--- src/rtl/ps2_key_tracker.sv ---
// rtl/ps2_key_tracker.sv - PS/2 scan-code decoder tracking held state of a small key table
module ps2_key_tracker #(
    parameter int NUM_KEYS = 4,
    parameter logic [NUM_KEYS*9-1:0] KEY_CODES = {9'h174, 9'h16B, 9'h072, 9'h073},
    parameter int FWD_IDX = 0,
    parameter int BACK_IDX = 1,
    parameter int TIMEOUT_CYCLES = 2500000,
    localparam int IW = (NUM_KEYS > 1) ? $clog2(NUM_KEYS) : 1
) (
    input  logic                CLOCK_50,
    input  logic                reset,
    input  logic [7:0]          rx_data,
    input  logic                rx_valid,
    output logic [NUM_KEYS-1:0] key_down,
    output logic                key_event,
    output logic [IW-1:0]       event_index,
    output logic                event_make,
    output logic                seq_error,
    output logic [1:0]          accel
);

    localparam int TW = $clog2(TIMEOUT_CYCLES + 1);
    localparam logic [TW-1:0] TMO_MAX = TW'(TIMEOUT_CYCLES - 1);

    localparam logic [1:0] IDLE    = 2'd0;
    localparam logic [1:0] EXT     = 2'd1;
    localparam logic [1:0] BRK     = 2'd2;
    localparam logic [1:0] EXT_BRK = 2'd3;

    localparam logic [7:0] BYTE_E0 = 8'hE0;
    localparam logic [7:0] BYTE_F0 = 8'hF0;
    localparam logic [7:0] BYTE_AA = 8'hAA;

    logic [1:0]    state;
    logic [1:0]    state_nxt;
    logic [TW-1:0] tmo_cnt;
    logic          do_lookup;
    logic          lk_ext;
    logic          lk_brk;
    logic          err_now;
    logic          clear_all;
    logic          timed_out;
    logic          hit;
    logic [IW-1:0] hit_idx;

    // Decode the byte stream; a timeout only matters when no byte arrives this cycle.
    always_comb begin
        state_nxt = state;
        do_lookup = 1'b0;
        lk_ext    = 1'b0;
        lk_brk    = 1'b0;
        err_now   = 1'b0;
        clear_all = 1'b0;
        timed_out = 1'b0;
        if (rx_valid) begin
            case (state)
                IDLE: begin
                    if (rx_data == BYTE_E0) begin
                        state_nxt = EXT;
                    end else if (rx_data == BYTE_F0) begin
                        state_nxt = BRK;
                    end else if (rx_data == BYTE_AA) begin
                        clear_all = 1'b1;
                    end else begin
                        do_lookup = 1'b1;
                    end
                end
                EXT: begin
                    if (rx_data == BYTE_F0) begin
                        state_nxt = EXT_BRK;
                    end else if (rx_data != BYTE_E0) begin
                        do_lookup = 1'b1;
                        lk_ext    = 1'b1;
                        state_nxt = IDLE;
                    end
                end
                BRK: begin
                    if (rx_data == BYTE_E0) begin
                        state_nxt = EXT;
                        err_now   = 1'b1;
                    end else if (rx_data != BYTE_F0) begin
                        do_lookup = 1'b1;
                        lk_brk    = 1'b1;
                        state_nxt = IDLE;
                    end
                end
                default: begin
                    state_nxt = IDLE;
                    if (rx_data == BYTE_E0 || rx_data == BYTE_F0) begin
                        err_now = 1'b1;
                    end else begin
                        do_lookup = 1'b1;
                        lk_ext    = 1'b1;
                        lk_brk    = 1'b1;
                    end
                end
            endcase
        end else if (state != IDLE && tmo_cnt == TMO_MAX) begin
            state_nxt = IDLE;
            err_now   = 1'b1;
            timed_out = 1'b1;
        end
    end

    // Scan from the top down so the lowest matching index is the one left standing.
    always_comb begin
        hit     = 1'b0;
        hit_idx = '0;
        for (int i = NUM_KEYS - 1; i >= 0; i--) begin
            if (KEY_CODES[9*i +: 9] == {lk_ext, rx_data}) begin
                hit     = 1'b1;
                hit_idx = IW'(i);
            end
        end
    end

    always_ff @(posedge CLOCK_50) begin
        if (!reset) begin
            state       <= IDLE;
            tmo_cnt     <= '0;
            key_down    <= '0;
            key_event   <= 1'b0;
            event_index <= '0;
            event_make  <= 1'b0;
            seq_error   <= 1'b0;
        end else begin
            state     <= state_nxt;
            seq_error <= err_now;
            key_event <= 1'b0;

            if (rx_valid || state == IDLE || timed_out) begin
                tmo_cnt <= '0;
            end else begin
                tmo_cnt <= tmo_cnt + 1'b1;
            end

            // Typematic repeats and breaks of unheld keys fall through silently.
            if (clear_all) begin
                key_down <= '0;
            end else if (do_lookup && hit) begin
                if (!lk_brk && !key_down[hit_idx]) begin
                    key_down[hit_idx] <= 1'b1;
                    key_event         <= 1'b1;
                    event_index       <= hit_idx;
                    event_make        <= 1'b1;
                end else if (lk_brk && key_down[hit_idx]) begin
                    key_down[hit_idx] <= 1'b0;
                    key_event         <= 1'b1;
                    event_index       <= hit_idx;
                    event_make        <= 1'b0;
                end
            end
        end
    end

    assign accel = {key_down[FWD_IDX] & ~key_down[BACK_IDX],
                    key_down[BACK_IDX] & ~key_down[FWD_IDX]};

endmodule

--- config.mk ---
export PLATFORM = sky130hd
export DESIGN_NAME = ps2_key_tracker
export DESIGN_NICKNAME = d
export VERILOG_FILES = /design/src/rtl/ps2_key_tracker.sv
export SDC_FILE = /design/constraint.sdc
export NUM_CORES = 1
export LEC_CHECK = 0
export ABC_AREA = 1
export BUFFER_PORTS_ARGS = -buffer_cell sky130_fd_sc_hd__buf_2
export CAP_MARGIN = 0
export CORE_ASPECT_RATIO = 1.25
export CORE_UTILIZATION = 60
export CTS_BUF_LIST = sky130_fd_sc_hd__clkbuf_8
export DETAILED_ROUTE_END_ITERATION = 8
export HOLD_SLACK_MARGIN = 0.12
export PLACE_DENSITY = 0.8
export SYNTH_ARGS = -nofsm -noshare
export SYNTH_HDL_FRONTEND = slang
export SYNTH_SLANG_ARGS = --single-unit
--- constraint.sdc ---
create_clock -name CLOCK_50 -period 4.4 [get_ports CLOCK_50]
set_input_delay 0.44 -clock CLOCK_50 [delete_from_list [all_inputs] [get_ports CLOCK_50]]
set_output_delay 0.44 -clock CLOCK_50 [all_outputs]
set_load 0.01 [all_outputs]
==> out/metrics.cfg <==
[outcome]
status=finished clean

[clock_tree]
clock-sinks=33
cts_tree=yes
postCtsResizedCells=0
hold_buffers=0
cts_root_buf=clkbuf_8
path_clk_slew_ps=70
insertion_delay_ps=290
postCtsSetupBuffers=0
h-tree-depth=2
cts_made_buffers=5
cts_buffer_depth=2

[floorplan]
die_area_um2=3877
coreArea_um2=3483
num_io_pins=22
rows=24
initial_core_util=0.6254
die_height_um=69.37
die_w_um=55.89

[synth]
synth_cell_types=41
yosys.area.top_type_share=0.3033
synth_top_area_cell=dfxtp_1
synth_edf_count=0
netlist_area_um2=2178
yosys_warnings=0
synth.area.top_cells=dfxtp_1, nand2_1, nor2_1
postSynthAreaPerCell_um2=7.189
synth_most_common_cell=nand2_1
synth_seq_cells=33
seq_area_frac_synth=0.3033
synth-async-reset-ratio=0
syn_inst=303
netlist_top_cells_count=nand2_1, nor2_1, inv_1
synthFlopType=dfxtp_1
synthesis.nets=316

[grt]
grt_max_degree=23
grt_overflow_total=0
grt_pass1_wl_mm=7.458
antenna_found_initial=0
grt_pass1_vias=1929
grtUsageTotal=0.2410

[sta]
max_freq_ghz=0.4251
slew_headroom=0.7619
slew_viol_final=0
fin_crit_sh=0.5346
period_needed_ps=2352
finalSetupTns_ps=0
fin_skew_ps=3.907
hold_violations=0
rsz0062_at_grt=false
tightest_slew_ps=354.5
fin_hold_ws_ps=451.2
setup_violations=0

[route]
ant_nets=0
num_vias=1917
firstDrtPassIters=4
drt_iter0_markers=28
vias_per_cell=5.209
routed_wl_mm=4.179
post_drt_wl_per_cell_um=11.36
drc=0

[setup_path]
r2r_cells=14
crit_family=simple AND/OR/NAND/NOR gates
cp-start-kind=flop
critPathBufInv=2
worstReg2RegStart=state[0]
worstReg2RegEnd=event_index[0]
arrival_ps=2530
crit_required_ps=4580
cp_cell_sequence=nand2_1 -> inv_2 -> nand4_1 -> nand2_1 -> nor2_1 -> nor2_1 -> o21ai_0 -> ha_1 -> inv_1 -> nand2_1 -> nor2_8 -> nand2_4 -> nor3_1 -> nor2_1
path_max_fanout=8
end_kind=flop
crit_type=reg -> reg
ff2ff_setup_slack_ps=2050
cp_slowest_stage_delay_ps=490
crit_slowest_cell=dfxtp_1

[layout]
syn_to_final_growth_pct=9.994
n_antenna_cell=0
drive_gt1_frac=0.2796
fin_nets=341

[power]
leakage_nw=1.113
p_per_area_nw_per_um2=232.5
vdd_ir_drop_max_mv=0.2108

[flow_run]
cap_violations=0

[hold_path]
hold_start=reset
min_to=event_index[1]
hp-class=in -> reg
min_path_cells=3

[placement]
io_buffer_count=21
post-dp-hpwl_mm=3.291
place_congestion=0.7992

-- placed cells by master (no fill, tap or decap), types with 6 or more instances in the layout --
cell type  Yosys  final
nand4_1        6      6
buf_2          0     21
nor2_1        48     48
dfxtp_1       33     33
inv_2         14     14
nand3_1       18     18
nand2_1       53     53
nand2_2       10     10
nand2_4        7      7
a21oi_1       12     12
xor2_1         7      7
inv_1         37     37
-- report_power, final --
group | leakage [nW] | internal (mW) | switching, mW | total, mW
Combinational | 0.803 | 0.0110 | 0.0236 | 0.0346
Sequential | 0.266 | 0.299 | 0.000337 | 0.299
Clock | 0.0439 | 0.109 | 0.114 | 0.223
-- metrics by stage --
step                power (mW)  setup WS, ps    util  cell area (um2)  std cells
finish                  0.5571          2048  0.6879             2396        368
floorplan               0.3297          2151       -             2178        303
detailed placement      0.3409          1819  0.6631             2310        360
CTS                     0.5629          2058  0.6879             2396        368
global placement        0.3401          1914  0.6631             2310        360
global route            0.5766          1905  0.6879             2396        368
-- kinds of logic (layout without fill, tap and decap cells) --
group	count (synthesis)	in the layout	synth area share
adder cells (fa/ha/maj)	2	2	0.01149
XOR/XNOR	8	8	0.03217
AND/OR/NAND/NOR	179	179	0.4785
buffers and inverters	55	81	0.09994
AO/OA/AOI/OAI	26	26	0.07468
flip-flops	33	33	0.3033
-- worst register-to-register path: cells and delay by family, from the launching register on --
family | cells | cell delay [ps]
DFF | 1 | 490
adders and majority gates | 1 | 270
AOI/OAI and AO/OA | 1 | 90
and+or+nand+nor | 10 | 1220
buffers and inverters | 2 | 170
-- cell type report --
class,count,area [um2]
clock inverter,3,17.52
inverter,52,195.2
tap,39,48.80
sequential,33,660.6
fill,308,1087
clock buffer,5,68.82
multi-input combinational,215,1300
timing repair buffer,21,105.1
-- per-layer routing --
| layer | GRT usage | routed length (um) | vias to the layer above |
|---|---|---|---|
| met5 | 0 | 0 | - |
| met3 | 0.04851 | 109 | 10 |
| li1 | - | - | 1002 |
| met2 | 0.4793 | 2331 | 36 |
| met4 | 0.1165 | 106 | 0 |
| met1 | 0.2270 | 1631 | 869 |
-- how the worst max path moves through the flow --
| stage | start | endpoint | slack [ps] | depth (start not counted) |
|---|---|---|---|---|
| floorplan | rx_data[2] | flop | 2150 | 17 |
| global placement | rx_data[2] | event_index[0] | 1910 | 17 |
| detailed placement | rx_data[7] | flop | 1820 | 20 |
| CTS | state[0] | event_index[0] | 2060 | 14 |
| global route | state[0] | event_index[0] | 1910 | 14 |
| finish | state[0] | event_index[0] | 2050 | 14 |
No activity file was read; power rests on OpenSTA's default activity.
